--- src/rtl/dmrs_hop_ctrl_pkg.sv ---
// dmrs_hop_ctrl_pkg: hop-mode encodings, modulus constants, FSM states and the PRS start-index helper.
package dmrs_hop_ctrl_pkg;
  localparam logic [1:0] HOP_NONE  = 2'd0;
  localparam logic [1:0] HOP_GROUP = 2'd1;
  localparam logic [1:0] HOP_SEQ   = 2'd2;
  localparam int MOD_N   = 30;
  localparam int PRS_LEN = 31;
  typedef enum logic [2:0] {IDLE, LOAD, CAPT, ACC, MOD_SS, MOD_GH, SUM, OUT} state_t;
  function automatic logic [4:0] mod31_x8(input logic [4:0] ns);
    logic [7:0] p;
    p = {ns, 3'b000};
    return 5'(p % 8'(PRS_LEN));
  endfunction
endpackage

--- src/rtl/dmrs_hop_ctrl_mod30.sv ---
// mod30_iter: 11-bit operand mod 30 by six restoring subtractions of 960>>k, one per cycle.
module mod30_iter
  import dmrs_hop_ctrl_pkg::*;
(
  input  logic        clk,
  input  logic        rst_n,
  input  logic        start,
  input  logic [10:0] operand,
  output logic        done,
  output logic [4:0]  result
);
  logic [10:0] rem, cur, sub, nxt;
  logic [2:0] k, kk;
  logic active;
  // The start cycle performs step 0 on the fresh operand; the last step's result is presented combinationally with done.
  always_comb begin
    kk = start ? 3'd0 : k;
    cur = start ? operand : rem;
    sub = 11'(MOD_N << 5) >> kk;
    nxt = (cur >= sub) ? cur - sub : cur;
    done = active && k == 3'd5;
    result = nxt[4:0];
  end
  always_ff @(posedge clk or negedge rst_n) begin
    if (!rst_n) begin
      rem <= '0;
      k <= '0;
      active <= 1'b0;
    end else if (start || active) begin
      rem <= nxt;
      k <= kk + 3'd1;
      active <= kk != 3'd5;
    end
  end
endmodule

--- src/rtl/dmrs_hop_ctrl.sv ---
// dmrs_hop_ctrl: captures the PRS word for a slot and derives DMRS group number u and sequence number v.
module dmrs_hop_ctrl
  import dmrs_hop_ctrl_pkg::*;
#(
  parameter int NUM_SLOTS = 20
) (
  input  logic                         clk,
  input  logic                         rst_n,
  input  logic                         start,
  input  logic [$clog2(NUM_SLOTS)-1:0] slot_num,
  input  logic [9:0]                   N_cell_ID,
  input  logic [4:0]                   delta_ss,
  input  logic [1:0]                   En_hopping,
  input  logic [30:0]                  pseudo_sequence,
  output logic [9:0]                   prs_N_cell_ID,
  output logic [1:0]                   prs_En_hopping,
  output logic                         busy,
  output logic                         out_valid,
  input  logic                         out_ready,
  output logic [4:0]                   u,
  output logic                         v
);
  state_t state, nxt;
  logic [4:0] ns_r, dss_r, idx, f_ss, f_gh;
  logic [9:0] id_r;
  logic [1:0] en_r;
  logic [30:0] seq_r;
  logic [7:0] acc;
  logic [2:0] cnt;
  logic [5:0] s;
  logic mod_start, mod_done;
  logic [10:0] mod_op;
  logic [4:0] mod_res;
  assign busy = state != IDLE;
  assign out_valid = state == OUT;
  assign prs_N_cell_ID = id_r;
  assign prs_En_hopping = en_r;
  assign s = 6'(f_gh) + 6'(f_ss);
  assign mod_start = (state == MOD_SS || state == MOD_GH) && cnt == 3'd0;
  assign mod_op = (state == MOD_SS) ? 11'(id_r) + 11'(dss_r) : 11'(acc);
  mod30_iter u_mod (
    .clk(clk),
    .rst_n(rst_n),
    .start(mod_start),
    .operand(mod_op),
    .done(mod_done),
    .result(mod_res)
  );
  always_ff @(posedge clk or negedge rst_n) begin
    if (!rst_n) state <= IDLE;
    else state <= nxt;
  end
  always_comb begin
    nxt = state;
    case (state)
      IDLE:    nxt = start ? LOAD : IDLE;
      LOAD:    nxt = CAPT;
      CAPT:    nxt = ACC;
      ACC:     nxt = (cnt == 3'd7) ? MOD_SS : ACC;
      MOD_SS:  nxt = mod_done ? MOD_GH : MOD_SS;
      MOD_GH:  nxt = mod_done ? SUM : MOD_GH;
      SUM:     nxt = OUT;
      OUT:     nxt = out_ready ? IDLE : OUT;
      default: nxt = IDLE;
    endcase
  end
  always_ff @(posedge clk or negedge rst_n) begin
    if (!rst_n) begin
      ns_r <= '0;
      dss_r <= '0;
      id_r <= '0;
      en_r <= '0;
      seq_r <= '0;
      acc <= '0;
      idx <= '0;
      cnt <= '0;
      f_ss <= '0;
      f_gh <= '0;
      u <= '0;
      v <= 1'b0;
    end else begin
      if (state == IDLE && start) begin
        ns_r <= 5'(slot_num);
        dss_r <= delta_ss;
        id_r <= N_cell_ID;
        en_r <= (En_hopping == 2'd3) ? HOP_NONE : En_hopping;
        acc <= '0;
        idx <= mod31_x8(5'(slot_num));
        cnt <= '0;
      end
      if (state == CAPT) seq_r <= pseudo_sequence;
      // Non-group modes still walk all 8 bits so latency stays mode-independent.
      if (state == ACC) begin
        acc <= acc + ((en_r == HOP_GROUP && seq_r[idx]) ? 8'd1 << cnt : 8'd0);
        idx <= (idx == 5'(PRS_LEN - 1)) ? 5'd0 : idx + 5'd1;
        cnt <= cnt + 3'd1;
      end
      if (state == MOD_SS || state == MOD_GH) cnt <= mod_done ? 3'd0 : cnt + 3'd1;
      if (state == MOD_SS && mod_done) f_ss <= mod_res;
      if (state == MOD_GH && mod_done) f_gh <= mod_res;
      if (state == SUM) begin
        u <= (s >= 6'(MOD_N)) ? 5'(s - 6'(MOD_N)) : 5'(s);
        v <= (en_r == HOP_SEQ) ? seq_r[ns_r] : 1'b0;
      end
    end
  end
endmodule

--- config.mk ---
export PLATFORM = sky130hd
export DESIGN_NAME = dmrs_hop_ctrl
export DESIGN_NICKNAME = d
export VERILOG_FILES = /design/src/rtl/dmrs_hop_ctrl_pkg.sv /design/src/rtl/dmrs_hop_ctrl_mod30.sv /design/src/rtl/dmrs_hop_ctrl.sv
export SDC_FILE = /design/constraint.sdc
export NUM_CORES = 1
export LEC_CHECK = 0
export ABC_AREA = 1
export BUFFER_PORTS_ARGS = -buffer_cell sky130_fd_sc_hd__buf_2
export CAP_MARGIN = 30
export CORE_MARGIN = 5
export CORE_UTILIZATION = 63
export DETAILED_ROUTE_END_ITERATION = 6
export PLACE_DENSITY = 0.83
export SLEW_MARGIN = 20
export SYNTH_ARGS = -nofsm -noshare
export SYNTH_HDL_FRONTEND = slang
export SYNTH_SLANG_ARGS = --single-unit
--- constraint.sdc ---
create_clock -name clk -period 6.2 [get_ports clk]
set_clock_uncertainty 0.2 [all_clocks]
set_input_delay 0.62 -clock clk [delete_from_list [all_inputs] [get_ports clk]]
set_output_delay 0.62 -clock clk [all_outputs]
set_load 0.01 [all_outputs]
# Yosys cells after proc, flatten, opt, wreduce, memory -nomap -nowiden
# Index checks and enable logic that the tools add are counted.
dict set report classes {
  addsub 8
  div 1
  magnitude_cmp 4
  n_eq_ne 14
  n_shift 2
  muxes 27
  n_reduce_logical 13
}
# cell count
set ops {}
lappend ops {{$mux W11} 3}
lappend ops {{$mux W8} 3}
lappend ops {{$pmux W3 S8} 1}
lappend ops {{$mux W3} 7}
lappend ops {{$mux W5} 4}
lappend ops {{$eq A3 B3 Y1 const B} 6}
lappend ops {{$lt A5 B6 Y1 const B} 2}
lappend ops {{$add A10 B5 Y11} 1}
lappend ops {{$ge A11 B11 Y1} 1}
lappend ops {{$shr A10 B3 Y11 const A} 1}
lappend ops {{$sub A11 B11 Y11} 1}
lappend ops {{$bmux W1 S5} 2}
lappend ops {{$add A8 B8 Y8} 1}
lappend ops {{$mod A8 B5 Y8 const B} 1}
lappend ops {{$shl A1 B3 Y8 const A} 1}
lappend ops {{$add A3 B1 Y3 const B} 2}
lappend ops {{$add A5 B5 Y6} 1}
lappend ops {{$eq A3 B2 Y1 const B} 2}
lappend ops {{$ge A6 B5 Y1 const B} 1}
lappend ops {{$logic_and A1 B1 Y1} 6}
lappend ops {{$logic_not A3 Y1} 2}
lappend ops {{$reduce_bool A3 Y1} 2}
lappend ops {{$add A5 B1 Y5 const B} 1}
lappend ops {{$eq A5 B5 Y1 const B} 1}
lappend ops {{9 further kinds} 16}
dict set report word_totals {
  ff_bits 103
  inputBits 57
  out_inout_bits 20
}

# Depth between registers and ports, before layout
dict set report depth {
  ltp_word 7
  mapped_depth 24
  mapped_depth_nobuf 23
}

# Cells and area by module
# Synthesis repeated with hierarchy kept, for this count alone.
dict set report unflattened {
  cells_unflattened 986
  area_unflattened_um2 7058.0
}
# mod n_inst cells_per_inst area_per_inst_um2
set modules_own_cells {}
lappend modules_own_cells {dmrs_hop_ctrl 1 709 5300.1}
lappend modules_own_cells {mod30_iter 1 277 1757.9}

# Worst setup path after synthesis
# Ideal clock, no wire load.
dict set report synth_path {
  path_type {reg2reg}
  startpoint {register cnt[0]}
  endpoint {register f_gh[1]}
  setup_ns 0.117
  arrival_time_ns 3.042
  t_required_ns 5.883
  path_slack_ns 2.840
  stages_incl_launch_ff 23
  period_less_slack_ns 3.360
  path_cell_list {dfrtp_1 -> inv_1 -> ha_1 -> inv_1 -> nor2_1 -> nand2_2 -> inv_2 -> buf_4 -> nor2_1 -> inv_1 -> ha_1 -> or2_1 -> ha_1 -> nand2_1 -> nor2_1 -> nand3_1 -> o2111ai_1 -> nand2_1 -> nand2_4 -> inv_2 -> or2_1 -> nand3_1 -> nand2_1}
}
dict set report synth_via {
  elab_chain_len 6
  word_cells_on_any_way 8
  classes_between {1 x add/sub; 1 x order compare; 1 x shift; 3 x mux; 2 x reduce/logical}
}
# item line
set synth_lines {}
lappend synth_lines {{from (decl)} dmrs_hop_ctrl.sv:29} ;# logic [2:0] cnt;
lappend synth_lines {{from (signal assigned)} dmrs_hop_ctrl.sv:96} ;# cnt <= cnt + 3'd1;
lappend synth_lines {{from (signal assigned)} dmrs_hop_ctrl.sv:98} ;# if (state == MOD_SS || state == MOD_GH) cnt <= mod_done ? 3'd0 : cnt + 3'd1;
lappend synth_lines {{$logic_not A3 Y1 (*)} dmrs_hop_ctrl.sv:39} ;# assign mod_start = (state == MOD_SS || state == MOD_GH) && cnt == 3'd0;
lappend synth_lines {{$logic_and A1 B1 Y1 (*)} dmrs_hop_ctrl.sv:39}
lappend synth_lines {{$mux W3} dmrs_hop_ctrl_mod30.sv:17} ;# kk = start ? 3'd0 : k;
lappend synth_lines {{$shr A10 B3 Y11} dmrs_hop_ctrl_mod30.sv:19} ;# sub = 11'(MOD_N << 5) >> kk;
lappend synth_lines {{$sub A11 B11 Y11 or $ge A11 B11 Y1 (tied branches)} dmrs_hop_ctrl_mod30.sv:20} ;# nxt = (cur >= sub) ? cur - sub : cur;
lappend synth_lines {{$mux W11 (*)} dmrs_hop_ctrl_mod30.sv:20}
lappend synth_lines {{to (signal assigned)} dmrs_hop_ctrl.sv:100} ;# if (state == MOD_GH && mod_done) f_gh <= mod_res;
lappend synth_lines {{to (decl)} dmrs_hop_ctrl.sv:24} ;# logic [4:0] ns_r, dss_r, idx, f_ss, f_gh;
# Every way passes the cells marked *; elsewhere a longest branch is shown, timed or not.
# A chain may end at the register's enable or synchronous reset.

# Final worst setup path
dict set report layout_path {
  startpoint {register state[1]}
  endpoint {register f_ss[1]}
}
dict set report layout_via {
  elab_chain_len 7
  word_cells_on_any_way 12
  classes_between {1 x add/sub; 1 x order compare; 2 x eq/ne; 1 x shift; 4 x mux; 3 x reduce/logical}
}
# item line
set layout_lines {}
lappend layout_lines {{from (decl)} dmrs_hop_ctrl.sv:23} ;# state_t state, nxt;
lappend layout_lines {{from (signal assigned)} dmrs_hop_ctrl.sv:51} ;# else state <= nxt;
lappend layout_lines {{$eq A3 B3 Y1, on equally long branches} {dmrs_hop_ctrl.sv:39, dmrs_hop_ctrl.sv:40, dmrs_hop_ctrl.sv:99}}
lappend layout_lines {{$logic_or A1 B1 Y1} dmrs_hop_ctrl.sv:39}
lappend layout_lines {{$logic_and A1 B1 Y1} dmrs_hop_ctrl.sv:39}
lappend layout_lines {{$mux W3} dmrs_hop_ctrl_mod30.sv:17}
lappend layout_lines {{$shr A10 B3 Y11} dmrs_hop_ctrl_mod30.sv:19}
lappend layout_lines {{$sub A11 B11 Y11 or $ge A11 B11 Y1 (tied branches)} dmrs_hop_ctrl_mod30.sv:20}
lappend layout_lines {{$mux W11} dmrs_hop_ctrl_mod30.sv:20}
lappend layout_lines {{to (signal assigned)} dmrs_hop_ctrl.sv:99} ;# if (state == MOD_SS && mod_done) f_ss <= mod_res;
lappend layout_lines {{to (decl)} dmrs_hop_ctrl.sv:24}
# Several ways; a longest one is shown, not always the timed one.

==> metrics.cfg <==
[layout]
multi_input_area_mm2=0.00357
fin_nets=1085
instances_no_fill=1119
drive_above_1_share_pct=12.9
synthToLayoutAreaGrowth_pct=10.1
antenna_cells=0
nFillCells=881
final_area_mm2=0.00738
regArea_mm2=0.00258

[floorplanning]
std_cell_rows=37
coreArea_mm2=0.0104
die-area_mm2=0.0128
io_pins=77
die_width_um=113
die_h_um=113
initial_utilization_pct=64.6

[critical_path]
endpoint_kind=register
path_class=register to register
required_ns=6.28
slowest_stage=dfrtp_1
r2r_slack_ns=2.19
crit_family=simple AND/OR/NAND/NOR gates
start_kind=register
max_stage_delay_ns=0.46
crit_buf_inv=5
path_cells=nor2_2 -> nand2_2 -> nand2_2 -> nand2_2 -> inv_2 -> nor2_1 -> ha_1 -> inv_1 -> ha_1 -> inv_1 -> ha_1 -> inv_2 -> nor3_2 -> nand3_1 -> o2111ai_1 -> nand2_1 -> nand2_4 -> inv_2 -> or2_1 -> nand3_1 -> nand2_1
arrival_ns=4.09
critical_path.max_fanout=17
reg2reg_depth=21
path_depth=21

[sta]
tightest_slew_ns=0.742
slew_headroom_pct=50.6
slew_viol_final=0
fin_ws_ns=2.19
finalSetupTns_ns=0
min_period_ns=4.01
period_share_pct=64.7
final_hold_viol_count=0
max_freq_mhz=249
rsz0062_at_grt=no
setup_viol=0

[logic_synthesis]
synth_fp_nets=1019
ys_warn_count=0
seq_area_frac_synth_pct=38.5
synth-edff-count=0
synthesis.area_mm2=0.00670
netlist_instances=913
synth_ff_type=dfrtp_1
synth_top_cell_by_area=dfrtp_1
yosysMostFrequentCell=nand2_1
synth_area_leaders=dfrtp_1, nand2_1, ha_1, inv_1, a21oi_1
async_reset_ff_share_pct=100
synthDistinctLibCells=47
avgSynthCellArea_um2=7.34
netlist.area_leader.share_pct=38.5
synth_common_cells=nand2_1, inv_1, dfrtp_1
synth-seq-cells=103

[clock_tree]
cts_resized=0
numClockSinks=103
clk_pin_slew_ns=0.10
numCtsBuffers=9
hold_buffers=0
clockBufferDepth=2
cts_max_level=3
cts_setup_buffers=0
clk_latency_ns=0.38
cts_tree=done
cts_root_buffer=clkbuf_8

[placed_design]
gp_congestion=0.946
port_buffers=76
dp_worst_setup_slack_ns=2.25
dpl.cell_count=1102
placed_cell_area_mm2=0.00715
post-dp-hpwl_mm=12.0

[global_route]
grt_pass1_wl_mm=26.6
antenna_found_initial=0
grt.overflow.total=0
track_usage_pct=25.1
grt_max_degree=60
grt_pass1_vias=5835

[pwr]
p_leak_nw=3.94
power_density_mw_per_mm2=513
peakVddDrop_mv=0.412

[drt]
totalWireLength_mm=15.7
wl_per_cell_um=14.0
viasPerCell=5.52
via_count=6176
final_antenna_net_count=0
drc=0
drt_iter0_drc=479
first_pass_iters=5

[min_path]
min_path_type=input port to async pin

[job]
cap_viol_max_count=0

[outcome]
status=complete, no violations

-- final cells by class --
cell class                 instances  share of cell area, %
clock buffer                      10                   1.73
clock inverter                     5                   1.12
inverter                         116                   5.90
multi-input combinational        669                   48.4
sequential                       103                   34.9
tap                              136                   2.31
timing repair buffer              80                   5.61
-- through the flow --
stage               util [%]  total power [mW]  hold WS [ns]
CTS                     71.0              3.77        0.0481
global placement        69.0              3.26         0.255
finish                  71.1              3.78        0.0310
detailed placement      69.0              3.30         0.260
global route            71.1              4.15        0.0803
floorplan                  -              2.79         0.124
-- metal layers --
metal | part of all wire, % | vias up | GRT usage [%] | routed length [µm]
met5 | 0 | - | 0 | 0
met4 | 2.6 | 0 | 8.89 | 412
met3 | 5.7 | 38 | 4.39 | 894
met2 | 48 | 204 | 41.2 | 7470
met1 | 44 | 2820 | 33.7 | 6930
li1 | - | 3114 | - | -
-- worst reg2reg max path, stage by stage, from the launching register on --
cell and delay, ns:
dfrtp_1 0.46, nor2_2 0.21, nand2_2 0.22, nand2_2 0.15
nand2_2 0.16, inv_2 0.25, nor2_1 0.13, ha_1 0.21
inv_1 0.08, ha_1 0.15, inv_1 0.04, ha_1 0.38
inv_2 0.05, nor3_2 0.19, nand3_1 0.10, o2111ai_1 0.12
nand2_1 0.14, nand2_4 0.20, inv_2 0.10, or2_1 0.24
nand3_1 0.09, nand2_1 0.05
-- registers in the layout (all words and copies together) (netlist names), 5 cells and up --
register,flops
acc,8
u,5
seq_r,31
ns_r,5
u_mod.rem,11
f_ss,5
f_gh,5
idx,5
dss_r,5
prs_N_cell_ID,10
-- placed cells by master (no fill, tap or decap), types with 4 or more instances in the layout --
| master | count |
|---|---|
| nand2_2 | 4 |
| nand2_1 | 236 |
| xor2_1 | 7 |
| o21ai_1 | 20 |
| nor2_2 | 5 |
| clkbuf_8 | 9 |
| xnor2_1 | 5 |
| dfrtp_1 | 103 |
| o21ai_0 | 72 |
| nor3_1 | 11 |
| inv_1 | 107 |
| inv_2 | 8 |
| fa_1 | 4 |
| nand4_1 | 7 |
| nand3_1 | 59 |
| a21oi_1 | 76 |
| mux2_2 | 6 |
| ha_1 | 45 |
| buf_2 | 75 |
| o22ai_1 | 5 |
| nor2_1 | 74 |
-- power by group --
group	internal [mW]	switching [mW]	leakage, nW	total (mW)
clock network	0.227	0.234	0.107	0.461
logic	0.767	1.36	2.56	2.13
registers	0.937	0.252	1.27	1.19
total	1.93	1.85	3.94	3.78
-- path summary, 6_finish.rpt --
check,end,start
min in group clk,prs_N_cell_ID[1],N_cell_ID[1]
max in group asynchronous,idx[1],rst_n
worst min register to register,u[3],u[3]
worst max-delay path,f_ss[1],state[1]
worst max register to register,f_ss[1],state[1]
worst min-delay path,dss_r[2],rst_n
-- cell families (layout without fill, tap and decap cells) --
logic type / Yosys count / count (layout) / synth area share (%)
fa+ha+maj: 49 / 49 / 9.59
flops: 103 / 103 / 38.5
xor+xnor: 12 / 12 / 1.57
compound gates: 194 / 194 / 15.5
buf+inv: 141 / 211 / 8.36
mux: 6 / 6 / 1.01
simple gates: 408 / 408 / 25.6
Power figures use the tool's default switching activity.
